<file path="config.mk">
export PLATFORM = sky130hd
export DESIGN_NAME = scramble_source
export DESIGN_NICKNAME = d
export VERILOG_FILES = /design/src/rtl/scramble_pkg.sv /design/src/rtl/scramble_lfsr.sv /design/src/rtl/scramble_source.sv
export SDC_FILE = /design/constraint.sdc
export NUM_CORES = 1
export LEC_CHECK = 0
export BUFFER_PORTS_ARGS = -buffer_cell sky130_fd_sc_hd__buf_2
export CORE_MARGIN = 5
export CORE_UTILIZATION = 54
export CTS_BUF_LIST = sky130_fd_sc_hd__clkbuf_16
export DETAILED_ROUTE_END_ITERATION = 10
export PLACE_DENSITY = 0.77
export SYNTH_ARGS = -nofsm -noshare
export SYNTH_HDL_FRONTEND = slang
export SYNTH_SLANG_ARGS = --single-unit
</file>
<file path="constraint.sdc">
create_clock -name clk -period 2 [get_ports clk]
set_input_delay 0 -clock clk [delete_from_list [all_inputs] [get_ports clk]]
set_output_delay 0 -clock clk [all_outputs]
set_load 0.005 [all_outputs]
</file>
<file path="src/rtl/scramble_pkg.sv">
// Shared definitions for the scramble handshake initiator: FSM encoding, code geometry,
// LFSR taps and the raw-to-face code reduction.
package scramble_pkg;

    typedef enum logic [1:0] {
        ST_IDLE = 2'b00,
        ST_GEN  = 2'b01,
        ST_SEND = 2'b10,
        ST_WAIT = 2'b11
    } state_t;

    localparam int CODE_W = 3;
    localparam int SLOT_N = 6;
    localparam int FACE_N = 6;

    // x^16 + x^14 + x^13 + x^11 + 1 -> register bits 15, 13, 12, 10
    localparam logic [15:0] LFSR_TAPS = 16'hB400;

    typedef logic [CODE_W-1:0] code_t;

    function automatic code_t reduce_code(input logic [CODE_W-1:0] raw);
        return (raw >= CODE_W'(FACE_N)) ? raw - CODE_W'(FACE_N) : raw;
    endfunction

endpackage

</file>
<file path="src/rtl/scramble_lfsr.sv">
// 16-bit Fibonacci LFSR (shift left, feedback into bit 0) with seed load and enable.
// The code output is taken from the value the register moves to on the next enabled edge.
module scramble_lfsr
    import scramble_pkg::*;
#(
    parameter logic [15:0] SEED = 16'hACE1
) (
    input  logic              clk,
    input  logic              rst,
    input  logic              en,
    output logic [CODE_W-1:0] code
);

    // An all-zero seed would lock the register up forever.
    localparam logic [15:0] SEED_EFF = (SEED == 16'h0000) ? 16'h0001 : SEED;

    logic [15:0] state;
    logic [15:0] state_next;

    assign state_next = {state[14:0], ^(state & LFSR_TAPS)};

    always_ff @(posedge clk) begin
        if (!rst) begin
            state <= SEED_EFF;
        end else if (en) begin
            state <= state_next;
        end
    end

    assign code = reduce_code(state_next[CODE_W-1:0]);

endmodule

</file>
<file path="src/rtl/scramble_source.sv">
// Initiator of the six-code scramble handshake: generates batches, pulses ready, waits for done.
// Optional echo comparison and mismatch counting are built only when ECHO_CHECK_EN is defined.
module scramble_source
    import scramble_pkg::*;
#(
    parameter int unsigned ROUNDS  = 4,
    parameter logic [15:0] SEED    = 16'hACE1,
    parameter int unsigned TIMEOUT = 15
) (
    input  logic              clk,
    input  logic              rst,
    input  logic              start,
    input  logic              done,
    input  logic [CODE_W-1:0] i1,
    input  logic [CODE_W-1:0] i2,
    input  logic [CODE_W-1:0] i3,
    input  logic [CODE_W-1:0] i4,
    input  logic [CODE_W-1:0] i5,
    input  logic [CODE_W-1:0] i6,
    output logic              ready,
    output logic [CODE_W-1:0] o1,
    output logic [CODE_W-1:0] o2,
    output logic [CODE_W-1:0] o3,
    output logic [CODE_W-1:0] o4,
    output logic [CODE_W-1:0] o5,
    output logic [CODE_W-1:0] o6,
    output logic              busy,
    output logic [7:0]        round_cnt,
    output logic              timeout_err,
    output logic [7:0]        mismatch_cnt
);

    localparam logic [7:0] ROUNDS_L  = 8'(ROUNDS);
    localparam logic [7:0] TIMEOUT_L = 8'(TIMEOUT);

    state_t            state;
    logic [2:0]        slot;
    logic [7:0]        tmo;
    code_t             codes [SLOT_N];
    logic [CODE_W-1:0] lfsr_code;

    scramble_lfsr #(.SEED(SEED)) u_lfsr (
        .clk  (clk),
        .rst  (rst),
        .en   (state == ST_GEN),
        .code (lfsr_code)
    );

    // NOTE: state and every registered output use non-blocking assignments so all
    // flops update together at the edge, whatever order the statements are written in.
    always_ff @(posedge clk) begin
        if (!rst) begin
            state       <= ST_IDLE;
            slot        <= '0;
            tmo         <= '0;
            ready       <= 1'b0;
            busy        <= 1'b0;
            round_cnt   <= '0;
            timeout_err <= 1'b0;
            // NOTE: the code slots are a handful of visible output flops, not a RAM,
            // so they are reset along with the control state.
            codes       <= '{default: '0};
        end else begin
            ready <= 1'b0;
            unique case (state)
                ST_IDLE: begin
                    if (start) begin
                        state       <= ST_GEN;
                        busy        <= 1'b1;
                        slot        <= '0;
                        round_cnt   <= '0;
                        timeout_err <= 1'b0;
                    end
                end
                ST_GEN: begin
                    codes[slot] <= lfsr_code;
                    if (slot == 3'(SLOT_N - 1)) begin
                        slot  <= '0;
                        ready <= 1'b1;
                        state <= ST_SEND;
                    end else begin
                        slot <= slot + 3'd1;
                    end
                end
                ST_SEND: begin
                    tmo   <= TIMEOUT_L;
                    state <= ST_WAIT;
                end
                ST_WAIT: begin
                    // done wins over an expiry landing in the same cycle
                    if (done) begin
                        round_cnt <= round_cnt + 8'd1;
                        if (round_cnt + 8'd1 == ROUNDS_L) begin
                            state <= ST_IDLE;
                            busy  <= 1'b0;
                        end else begin
                            state <= ST_GEN;
                        end
                    end else if (tmo == 8'd1) begin
                        timeout_err <= 1'b1;
                        state       <= ST_IDLE;
                        busy        <= 1'b0;
                    end else begin
                        tmo <= tmo - 8'd1;
                    end
                end
            endcase
        end
    end

    assign o1 = codes[0];
    assign o2 = codes[1];
    assign o3 = codes[2];
    assign o4 = codes[3];
    assign o5 = codes[4];
    assign o6 = codes[5];

`ifdef ECHO_CHECK_EN
    logic echo_diff;
    assign echo_diff = {i1, i2, i3, i4, i5, i6} != {o1, o2, o3, o4, o5, o6};

    // One count per accepted round with any differing slot, saturating at 255.
    always_ff @(posedge clk) begin
        if (!rst) begin
            mismatch_cnt <= '0;
        end else if (state == ST_IDLE && start) begin
            mismatch_cnt <= '0;
        end else if (state == ST_WAIT && done && echo_diff && mismatch_cnt != 8'hFF) begin
            mismatch_cnt <= mismatch_cnt + 8'd1;
        end
    end
`else
    logic unused_echo;
    assign unused_echo  = ^{i1, i2, i3, i4, i5, i6};
    assign mismatch_cnt = '0;
`endif

endmodule

</file>
==> results.md, run 1 <==
Layout:
- The register with the most flip-flops in the layout has 16 of them.
- The repair_antennas step left the layout with diodes totalling 0.
- In the final design database the tool counted 351 nets.
- The largest registers in the layout are u_lfsr.state (16), round_cnt (8), tmo (8).
- Compared with the post-synthesis result, the final layout area differs by 17.4%.
- The total of fill cells in the finished design is 405.
- u_lfsr.state holds more flip-flops than any other register.
- The share of layout cells above drive strength 1 is 20.5%.

Power and ir drop:
- The leakage power total is 1.36 nW.
- After layout, the design draws a total of 4.25 mW.
- The worst-case IR drop observed on VDD is 805 uV.
- For this design the ratio of total power to cell area is 1330 mW/mm^2.

Clocking:
- The clock sink total is 58.
- The CTS buffer count is 9.
- The largest buffer count on any clock path is 2.
- Clock-pin slew was measured on the worst setup and hold paths at 0.05 ns.
- The H-tree was split into 3 levels.
- The hold buffer count at CTS is 0.
- The buffer cell driving the clock tree root is sky130_fd_sc_hd__clkbuf_16.
- TritonCTS built the clock tree.
- The clock latency of the later-clocked register in the worst-skew pair is 0.32 ns.

Logic synthesis:
- The commonest register cell after synthesis is sky130_fd_sc_hd__dfxtp_1.
- Yosys printed 0 warnings.
- The number of distinct library cells after synthesis is 49.
- The average cell area after synthesis is 9.55 sq um.
- The biggest area consumer among synthesized cells is sky130_fd_sc_hd__dfxtp_1.
- Counting every instance in the synthesized netlist gives 285.
- The number of storage elements in the synthesis netlist is 58.
- Summing the sequential cell areas from Yosys gives 42.6% of the chip area.
- The netlist area before placement is 0.00272 sq mm.
- After synthesis, the share of flip-flops with an asynchronous set or reset is 0%.
- Yosys mapped a number of flops with a built-in enable equal to 0.
- After synthesis, the largest area contributor takes up 42.6% of total cell area.
- Sorting the synthesized cells by area gives the leading types as sky130_fd_sc_hd__dfxtp_1 43%, sky130_fd_sc_hd__mux2i_1 11%, sky130_fd_sc_hd__nor2b_1 7.1%.

Route:
- The top layer used by detailed routing is met4.
- The routed length on met2 is 2.38 mm.
- The number of detailed-routing iterations run before antenna repair is 4.
- For this block, the routed nets add up to 5.14 mm of wire.
- After detailed routing, the number of remaining DRC violations is 0.
- The count of nets left with antenna violations once routing finished came out at 0.
- The detailed-routed wire length on met3 is 270 microns.
- The mean routed wirelength per cell is 13.0 microns.
- In the final routing, the length of wire on met1 measures 2.42 mm.
- The DRC violation total after the first TritonRoute iteration is 72.
- The number of vias per cell is 5.16.
- The total via count in the routed design is 2033.

GRT:
- For this run the aggregate overflow at the end of global routing stands at 0.
- The first global-routing pass estimated 8.89 mm of wire.
- Entering global routing, the biggest net connects 30 pins.
- The initial antenna violation count is 0.
- The total routing resource utilization after global routing is 17.6%.
- The via count of the first global-routing pass is 1943.

Hold path:
- In this run the worst hold path is classified as primary input to register.
- The hold path startpoint is done.
- The endpoint with the worst hold slack is round_cnt[1].
- The worst hold path passes through 3 cells.

Critical path:
- Across all register-to-register paths, the minimum setup slack is 0.16 ns.
- The worst reg-to-reg path cell count is 7.
- The setup path with the least slack is of type register to register.
- The end of the worst register-to-register path is state[0].
- The required time reported for the critical path endpoint is 2.20 ns.
- The worst-path maximum fanout is 3.
- The critical path arrival is 2.03 ns.
- The kind of capture point of the worst setup path is a register.
- STA classifies the critical path startpoint as a register.
- In this run the critical register-to-register path is launched from tmo[1].

Timing:
- For the final routed database, the setup TNS stands at 0 ns.
- At the pin with the least slew margin, the transition time is 0.569 ns.
- The final critical-path share of the clock period is 91.8%.
- The tightest hold margin is 0.0504 ns.
- The final-report hold violation count is 0.
- On the final layout, the worst clock skew is 0.00636 ns.
- The minimum clock period after layout is 1.84 ns.
- The setup violation total in the final timing report is 0.
- The final setup slack of the worst path is 0.165 ns.
- Setup repair after global routing left no endpoint under its margin.
- The highest clock frequency the design can meet is 545 MHz.
- The normalized max-slew margin is 61.8%.
- The max-slew violation total from the final report is 0.

Placement:
- The half-perimeter wire length after detailed placement is 3.52 mm.
- The number of buffers inserted by port buffering is 32.
- The worst-case setup slack after placement is 0.177 ns.
- The routability congestion estimate from global placement is 0.806.

Die:
- The x dimension of the die is 81.0 microns.
- 59 I/O pins were placed.
- The core outline area is 0.00482 sq mm.
- The floorplan die area is 0.00656 sq mm.
- Measured along the y axis, the die boundary spans 81.0 microns.
- The effective utilization at floorplan is 56.5%.
- The floorplan row count is 25.

Run:
- Across the run, the number of max-cap violations was 0.

Run status:
- The run finished with clean final reports.
[kinds of logic after synthesis]
kind of cell / synth area share [%]
xor gates and xnor gates: 2.57
muxes: 11.4
adders and majority gates: 3.22
other: 0.138
DFF: 42.6
buffers and inverters: 5.56
AOI/OAI and AO/OA: 12.8
and+or+nand+nor: 21.7
[cells in the final DEF, fill, tap and decap left out, types with 2 or more instances in the layout]
master / count
sky130_fd_sc_hd__buf_2: 32
sky130_fd_sc_hd__o211a_1: 7
sky130_fd_sc_hd__nor2b_1: 31
sky130_fd_sc_hd__a22oi_1: 2
sky130_fd_sc_hd__xnor2_1: 6
sky130_fd_sc_hd__a21boi_0: 4
sky130_fd_sc_hd__clkinvlp_4: 3
sky130_fd_sc_hd__nor4b_1: 2
sky130_fd_sc_hd__dfxtp_1: 58
sky130_fd_sc_hd__ha_1: 7
sky130_fd_sc_hd__conb_1: 8
sky130_fd_sc_hd__a31oi_1: 3
sky130_fd_sc_hd__a21oi_1: 6
sky130_fd_sc_hd__o221a_2: 2
sky130_fd_sc_hd__and2_1: 3
sky130_fd_sc_hd__inv_1: 5
sky130_fd_sc_hd__nand2b_1: 5
sky130_fd_sc_hd__nand2_1: 27
sky130_fd_sc_hd__clkinv_2: 2
sky130_fd_sc_hd__buf_4: 8
sky130_fd_sc_hd__nand3_1: 3
sky130_fd_sc_hd__nor3b_1: 3
sky130_fd_sc_hd__o21ai_0: 14
sky130_fd_sc_hd__mux2i_1: 31
sky130_fd_sc_hd__and3_1: 3
sky130_fd_sc_hd__clkbuf_16: 9
sky130_fd_sc_hd__xor2_1: 2
sky130_fd_sc_hd__nor3_1: 7
sky130_fd_sc_hd__nor2_1: 14
[cell type report]
type / count / area (sq um) / share of cell area [%]
sequential: 58 / 1160 / 36.3
clock buffer: 9 / 225 / 7.05
tap: 67 / 83.8 / 2.62
timing repair buffer: 40 / 220 / 6.89
inverter: 5 / 18.8 / 0.587
clock inverter: 7 / 45.0 / 1.41
multi-input combinational: 208 / 1440 / 45.1
[per-stage QoR]
| stage | std cells | instance area (sq um) | util (%) |
|---|---|---|---|
| final | 394 | 3200 | 66.3 |
| after global routing | 394 | 3200 | 66.3 |
| after CTS | 394 | 3190 | 66.2 |
| after detailed placement | 378 | 2920 | 60.6 |
| after global placement | 378 | 2920 | 60.6 |
| after floorplan | 292 | 2750 | - |
[power breakdown]
part	total (mW)	internal, mW	switching (mW)	leakage (nW)
logic	1.38	0.625	0.759	0.759
registers	1.51	1.35	0.159	0.471
clock network	1.36	0.830	0.529	0.125
total	4.25	2.80	1.45	1.36
[routing by layer]
metal  vias up  track usage (%)
met5         -                0
met4         0             6.25
li1       1041                -
met3         7             7.43
met2        42             28.5
met1       943             20.9
[Yosys cell counts, types with 2 or more instances]
cell type and n:
sky130_fd_sc_hd__a21boi_0 4, sky130_fd_sc_hd__a21oi_1 6, sky130_fd_sc_hd__o21ai_0 14, sky130_fd_sc_hd__ha_1 7, sky130_fd_sc_hd__a31oi_1 3, sky130_fd_sc_hd__nor3b_1 3
sky130_fd_sc_hd__and3_1 3, sky130_fd_sc_hd__nand3_1 4, sky130_fd_sc_hd__dfxtp_1 58, sky130_fd_sc_hd__clkbuf_1 7, sky130_fd_sc_hd__and2_1 3, sky130_fd_sc_hd__mux2i_1 31
sky130_fd_sc_hd__xnor2_1 6, sky130_fd_sc_hd__nor3_1 7, sky130_fd_sc_hd__a22oi_1 2, sky130_fd_sc_hd__o221a_2 2, sky130_fd_sc_hd__xor2_1 2, sky130_fd_sc_hd__nand2_1 27
sky130_fd_sc_hd__inv_1 5, sky130_fd_sc_hd__nor2_1 14, sky130_fd_sc_hd__nor4b_1 2, sky130_fd_sc_hd__buf_4 8, sky130_fd_sc_hd__nand2b_1 5, sky130_fd_sc_hd__nor2b_1 31
sky130_fd_sc_hd__o211a_1 7
[worst max-delay path, stage by stage (launching register included)]
cell and delay (ns):
sky130_fd_sc_hd__dfxtp_1 0.31, sky130_fd_sc_hd__inv_1 0.09, sky130_fd_sc_hd__ha_1 0.16, sky130_fd_sc_hd__or3b_2 0.51
sky130_fd_sc_hd__o21ai_4 0.19, sky130_fd_sc_hd__nand3_4 0.10, sky130_fd_sc_hd__o41ai_2 0.29, sky130_fd_sc_hd__a21oi_1 0.06
[worst max path at each step]
| stage | slack [ns] | end | depth (start not counted) | start |
|---|---|---|---|---|
| floorplan | 0.28 | state[0] | 7 | tmo[1] |
| global placement | 0.23 | state[0] | 7 | tmo[1] |
| detailed placement | 0.18 | state[0] | 7 | tmo[1] |
| CTS | 0.15 | state[0] | 7 | tmo[1] |
| global route | 0.03 | round_cnt[3] | 7 | state[1] |
| finish | 0.16 | state[0] | 7 | tmo[1] |
[timing repair]
item	CTS	global route
setup endpoints to repair	0	1
resized for setup	0	1
setup buffers	0	0
No activity file was read; power rests on OpenSTA's default activity.
==> inputs of run 2 (changes only) <==
--- a/config.mk
+++ b/config.mk
@@ -10,6 +10,7 @@
 export CORE_UTILIZATION = 54
 export CTS_BUF_LIST = sky130_fd_sc_hd__clkbuf_16
 export DETAILED_ROUTE_END_ITERATION = 10
+export MAX_ROUTING_LAYER = met4
 export PLACE_DENSITY = 0.77
 export SYNTH_ARGS = -nofsm -noshare
 export SYNTH_HDL_FRONTEND = slang
==> results.md, run 2 (same netlist as run 1, synthesis figures left out) <==
Timing:
- Setup repair after global routing left no endpoint under its margin.
- The final-report hold violation count came to 0 (unchanged).
- The aggregate negative setup slack came to 0 ns (unchanged).
- The highest clock frequency the design can meet was 545 MHz (about the same).
- The minimum clock period after layout is 1.84 ns (+0.000272 ns).
- The measured slew at the worst slew-check pin is 0.570 ns (+0.00108 ns).
- The clock skew after layout is 0.00698 ns (+0.000627 ns).
- The final critical-path share of the clock period is 91.8% (about the same).
- The setup violation total in the final timing report is 0 (unchanged).
- The normalized max-slew margin is 61.7% (-0.072 points).
- The max-slew violation total from the final report is 0 (unchanged).

Die:
- The floorplan row count was 25 (unchanged).
- The core outline area came to 0.00482 sq mm (unchanged).
- The x dimension of the die is 81.0 microns (unchanged).
- The floorplan die area is 0.00656 sq mm (unchanged).
- The height of the chip is 81.0 microns (unchanged).
- The effective utilization at floorplan is 56.5% (unchanged).
- The number of primary I/O pins was 59 (unchanged).

Placement:
- The routability congestion estimate from global placement is 0.817 (+1.5%).
- The half-perimeter wire length after detailed placement is 3.52 mm (unchanged).
- The number of buffers inserted by port buffering is 32 (unchanged).

Critical path:
- The required time reported for the critical path endpoint came to 2.20 ns (about the same).
- The worst-path maximum fanout is 3 (unchanged).
- STA classifies the critical path endpoint as a register.
- The worst setup path is launched from a register.
- The worst setup path is of the register to register kind.
- The critical path arrival is 2.04 ns (about the same).

Route:
- The remaining antenna violation count came to 0 (unchanged).
- The number of remaining DRC errors is 0 (unchanged).
- The mean routed wirelength per cell was 13.0 microns (unchanged).
- The total via count in the routed design came to 2030 (-0.15%).
- The DRC violation total after the first TritonRoute iteration came to 81 (+13%).
- The number of detailed-routing iterations run before antenna repair came to 4 (unchanged).
- The number of vias per cell is 5.15 (-0.15%).
- The sum of routed wire length over all layers came to 5.14 mm (unchanged).

Power and ir drop:
- The areal power density over the cells was 1330 mW/mm^2 (about the same).
- The maximum ir drop on the vdd rail is 807 uV (+0.18%).
- The leakage power total was 1.36 nW (unchanged).

Clocking:
- The number of H-tree levels came to 3 (unchanged).
- The buffer cell driving the clock tree root is sky130_fd_sc_hd__clkbuf_16.
- The clock latency of the later-clocked register in the worst-skew pair came to 0.32 ns (about the same).
- TritonCTS built the clock tree.
- The largest buffer count on any clock path was 2 (unchanged).
- The CTS buffer count came to 9 (unchanged).
- The post-CTS setup repair buffer count is 0 (unchanged).
- The clock sink total is 58 (unchanged).
- The clock transition time at the flip-flop clock pins of the worst setup and hold paths is 0.05 ns (about the same).

Run:
- The number of max-cap violations is 0 (unchanged).

Layout:
- The antenna diode count came to 0 (unchanged).
- The largest registers in the layout are u_lfsr.state (16), round_cnt (8), tmo (8).
- The library cells used most frequently in the layout, excluding fill and tap cells, are 58 x sky130_fd_sc_hd__dfxtp_1, 32 x sky130_fd_sc_hd__buf_2, 31 x sky130_fd_sc_hd__mux2i_1, 31 x sky130_fd_sc_hd__nor2b_1, 27 x sky130_fd_sc_hd__nand2_1.
- The total of fill cells in the finished design was 405 (unchanged).
- The share of layout cells above drive strength 1 is 20.5% (unchanged).
- The most common cell after layout, fill and taps aside is sky130_fd_sc_hd__dfxtp_1.
- The register with the most flip-flops in the final layout is u_lfsr.state.
- The number of nets in the finished design came to 351 (unchanged).
- The utilization after layout is 66.3% (unchanged).
- The synthesis-to-finish area growth is 17.4% (unchanged).
- The flip-flop count of the largest register after layout is 16 (unchanged).

GRT:
- The global-route wire length before repair is 8.89 mm (unchanged).
- The total overflow reported by the global router is 0 (unchanged).
- The initial antenna violation count is 0 (unchanged).
- The pin count of the biggest net entering global routing is 30 (unchanged).
- The total routing resource utilization after global routing is 18.1% (+0.51 points).
- The via count of the first global-routing pass is 1939 (-0.21%).

Hold path:
- The worst hold path belongs to the class primary input to register.

Run status:
- The flow ran to the end, and the final reports show no timing, DRC or antenna violations.
-- run 2: cell counts in the layout (fill, tap and decap cells not counted) --
No cell type changed its count.
-- run 2: cell type report --
cell class	instances	area [sq um]	share of cell area (%)
tap	67	83.8	2.62
sequential	58	1160	36.3
clock inverter	7	45.0	1.41
multi-input combinational	208	1440	45.1
clock buffer	9	225	7.05
timing repair buffer	40	220	6.89
inverter	5	18.8	0.587
-- run 2: metrics by stage --
stage | setup slack [ns] | cell area, sq um | power [mW] | cells | hold WS [ns]
2_1_floorplan | 0.277 | 2750 | 2.55 | 292 | 0.254
3_3_place_gp | 0.229 | 2920 | 2.85 | 378 | 0.362
3_5_place_dp | 0.177 | 2920 | 2.90 | 378 | 0.373
4_1_cts | 0.155 | 3190 | 4.29 | 394 | 0.0389
5_1_grt | 0.0306 | 3200 | 4.54 | 394 | 0.0660
6_report | 0.164 | 3200 | 4.25 | 394 | 0.0500
-- run 2: repair_timing --
action                     CTS  global route
resized for setup            0             1
setup endpoints to repair    0             1
hold buffers                 0             0
-- run 2: final timing paths --
path                         from         endpoint  slack (ns)  depth (start not counted)
setup / recovery           tmo[1]         state[0]        0.16                          7
hold / removal               done     round_cnt[1]        0.05                          3
setup reg to reg           tmo[1]         state[0]        0.16                          7
hold reg to reg   u_lfsr.state[7]  u_lfsr.state[7]        0.48                          2
-- run 2: layer usage --
metal	wire, microns	up-vias	GRT usage [%]
met2	2360	44	28.4
li1	-	1041	-
met4	68	0	6.25
met3	280	7	7.43
met1	2430	938	21.0
met5	0	-	-
-- run 2: worst max-delay path, stage by stage (launching register included) --
cell	delay, ns
sky130_fd_sc_hd__dfxtp_1	0.31
sky130_fd_sc_hd__inv_1	0.09
sky130_fd_sc_hd__ha_1	0.16
sky130_fd_sc_hd__or3b_2	0.51
sky130_fd_sc_hd__o21ai_4	0.19
sky130_fd_sc_hd__nand3_4	0.10
sky130_fd_sc_hd__o41ai_2	0.29
sky130_fd_sc_hd__a21oi_1	0.06
-- run 2: power breakdown --
| part | switching, mW | total (mW) | leakage (nW) | internal, mW |
|---|---|---|---|---|
| clock network | 0.529 | 1.36 | 0.125 | 0.830 |
| logic | 0.759 | 1.38 | 0.759 | 0.625 |
| registers | 0.159 | 1.51 | 0.471 | 1.35 |
| total | 1.45 | 4.25 | 1.36 | 2.80 |
==> inputs of run 3 (changes only) <==
==> constraint.sdc (replaced) <==
create_clock -name clk -period 2.1 [get_ports clk]
set_input_delay 0 -clock clk [delete_from_list [all_inputs] [get_ports clk]]
set_output_delay 0 -clock clk [all_outputs]
set_load 0.005 [all_outputs]
==> results.md, run 3 (same netlist as run 1, synthesis figures left out) <==
Timing:
- The clock skew after layout came to 0.00428 ns (-0.00271 ns).
- The final-report hold violation count is 0 (unchanged).
- Setup repair after global routing left no endpoint under its margin.
- The minimum clock period after layout came to 1.85 ns (+0.0165 ns).
- The normalized max-slew margin was 57.8% (-3.9 points).
- The final setup slack of the worst path is 0.248 ns (+0.0835 ns).
- The aggregate negative setup slack came to 0 ns (unchanged).
- The max-slew violation total from the final report is 0 (unchanged).
- The measured slew at the worst slew-check pin is 0.629 ns (+0.0587 ns).
- The final critical-path share of the clock period is 88.2% (-3.6 points).
- The highest clock frequency the design can meet is 540 MHz (-0.89%).
- The setup violation total in the final timing report was 0 (unchanged).

Route:
- The DRC violation total after the first TritonRoute iteration was 48 (-41%).
- The remaining antenna violation count came to 0 (unchanged).
- The number of remaining DRC errors was 0 (unchanged).
- The number of vias per cell was 5.07 (-1.6%).
- The sum of routed wire length over all layers is 4.79 mm (-6.8%).
- The number of detailed-routing iterations run before antenna repair came to 4 (unchanged).
- The total via count in the routed design was 1977 (-2.6%).
- The mean routed wirelength per cell was 12.3 microns (-5.8%).

GRT:
- The pin count of the biggest net entering global routing is 30 (unchanged).
- The total routing resource utilization after global routing is 16.8% (-1.3 points).
- The global-route wire length before repair is 8.25 mm (-7.3%).
- The total overflow reported by the global router came to 0 (unchanged).
- The via count of the first global-routing pass is 1873 (-3.4%).
- The initial antenna violation count was 0 (unchanged).

Power and ir drop:
- The areal power density over the cells is 1280 mW/mm^2 (-3.9%).
- The leakage power total is 1.37 nW (+0.92%).
- The share of total power consumed by net switching is 30.7% (-3.3 points).
- The net load switching power is 1.26 mW (-13%).
- The maximum ir drop on the vdd rail is 853 uV (+5.7%).
- The clock network fraction of design power is 35.4% (+3.4 points).
- The sequential power share is 34.9% (-0.6 points).
- The internal power component is 2.84 mW (+1.1%).
- The combinational share of power was 29.7% (-2.8 points).

Clocking:
- The hold buffer count at CTS is 0 (unchanged).
- The clock transition time at the flip-flop clock pins of the worst setup and hold paths was 0.05 ns (about the same).
- TritonCTS built the clock tree.
- The number of H-tree levels is 3 (unchanged).
- The buffer cell driving the clock tree root is sky130_fd_sc_hd__clkbuf_16.
- The largest buffer count on any clock path came to 2 (unchanged).
- The post-CTS setup repair buffer count was 0 (unchanged).
- The clock sink total came to 58 (unchanged).
- The CTS buffer count is 9 (unchanged).
- The clock latency of the later-clocked register in the worst-skew pair came to 0.32 ns (about the same).
- The number of resized instances in the post-cts repair step is 0 (unchanged).

Die:
- The height of the chip is 81.0 microns (unchanged).
- The effective utilization at floorplan was 56.5% (unchanged).
- The core outline area is 0.00482 sq mm (unchanged).
- The floorplan row count is 25 (unchanged).
- The number of primary I/O pins is 59 (unchanged).
- The x dimension of the die is 81.0 microns (unchanged).
- The floorplan die area is 0.00656 sq mm (unchanged).

Layout:
- The flip-flop count of the largest register after layout came to 16 (unchanged).
- The largest registers in the layout are u_lfsr.state (16), round_cnt (8), tmo (8).
- The top cell types in the final layout, fill and taps aside, are 58 x sky130_fd_sc_hd__dfxtp_1, 32 x sky130_fd_sc_hd__buf_2, 31 x sky130_fd_sc_hd__mux2i_1, 31 x sky130_fd_sc_hd__nor2b_1, 27 x sky130_fd_sc_hd__nand2_1.
- The most common cell after layout, fill and taps aside is sky130_fd_sc_hd__dfxtp_1.
- The synthesis-to-finish area growth is 17.5% (about the same).
- The area of combinational cells with multiple inputs was 0.00144 sq mm (-0.35%).
- The area occupied by registers is 0.00116 sq mm (unchanged).
- More flip-flops sit in one register than any other, and that register is u_lfsr.state.
- The share of layout cells above drive strength 1 came to 18.3% (-2.2 points).
- The total of fill cells in the finished design came to 414 (+2.2%).
- The antenna diode count came to 0 (unchanged).
- The number of nets in the finished design is 348 (-0.85%).

Placement:
- The number of buffers inserted by port buffering is 32 (unchanged).
- The half-perimeter wire length after detailed placement is 3.30 mm (-6.3%).
- The routability congestion estimate from global placement is 0.794 (-2.9%).
- The worst-case setup slack after placement came to 0.241 ns (+0.0636 ns).

Critical path:
- Broken down by cell family, the worst path's largest delay share belongs to simple AND/OR/NAND/NOR gates.
- The critical path arrival came to 2.06 ns (+0.02 ns).
- The total buffers and inverters traversed by the critical path was 1 (unchanged).
- The worst-path maximum fanout is 10 (+7).
- The startpoint type of the worst setup path is a register.
- The peak per-stage delay on the critical path came to 0.34 ns (-0.17 ns).
- The critical path is of the register to register type.
- The kind of capture point of the worst setup path is a register.
- For this design, the slowest cell found on the critical path is sky130_fd_sc_hd__or2b_4.
- The required time reported for the critical path endpoint came to 2.30 ns (+0.10 ns).
- The critical path goes through inv_1 > ha_1 > or2b_4 > nand3_1 > nor2_1 > o221a_2.

Hold path:
- The path class of the lowest-slack min-delay path is primary input to register.

Run:
- The number of max-cap violations came to 0 (unchanged).

Run status:
- The flow ran to the end, and the final reports show no timing, DRC or antenna violations.
## run 3: area by class of cell
cell class | count | share of cell area [%]
Inverter | 5 | 0.587
Clock buffer | 9 | 7.04
Multi-Input combinational cell | 208 | 44.9
Sequential cell | 58 | 36.3
Clock inverter | 6 | 2.35
Tap cell | 67 | 2.62
Timing Repair Buffer | 37 | 6.18
## run 3: stage by stage
stage | cells | hold WS [ns] | util (%) | area, sq um | power, mW
after global routing | 390 | 0.0762 | 66.4 | 3200 | 4.36
final | 390 | 0.0569 | 66.4 | 3200 | 4.09
after detailed placement | 375 | 0.371 | 60.2 | 2900 | 2.66
after floorplan | 292 | 0.254 | - | 2750 | 2.43
after global placement | 375 | 0.359 | 60.2 | 2900 | 2.64
after CTS | 390 | 0.0423 | 66.4 | 3200 | 4.14
## run 3: worst register-to-register path, stage by stage, from the launching register on
cell	delay [ns]
sky130_fd_sc_hd__dfxtp_1	0.32
sky130_fd_sc_hd__inv_1	0.13
sky130_fd_sc_hd__ha_1	0.32
sky130_fd_sc_hd__or2b_4	0.34
sky130_fd_sc_hd__nand3_1	0.27
sky130_fd_sc_hd__nor2_1	0.09
sky130_fd_sc_hd__o221a_2	0.27
## run 3: final timing paths
path / depth (start not counted) / slack, ns / end / start
setup / recovery: 6 / 0.25 / round_cnt[7] / state[0]
hold reg to reg: 2 / 0.47 / u_lfsr.state[6] / u_lfsr.state[6]
hold / removal: 3 / 0.06 / round_cnt[1] / done
setup reg to reg: 6 / 0.25 / round_cnt[7] / state[0]
## run 3: power groups by stage
stage | logic (mW) | clock network (mW) | registers (mW)
floorplan | 1.01 | 0 | 1.42
global placement | 1.20 | 0 | 1.44
detailed placement | 1.22 | 0 | 1.45
CTS | 1.23 | 1.48 | 1.43
global route | 1.37 | 1.54 | 1.46
finish | 1.22 | 1.45 | 1.43
## run 3: metal layers
layer,track usage [%],up-vias,routed length (microns)
met5,-,-,0
met2,25.5,51,2150
li1,-,1034,-
met1,19.5,886,2280
met4,6.42,0,51
met3,7.43,6,310
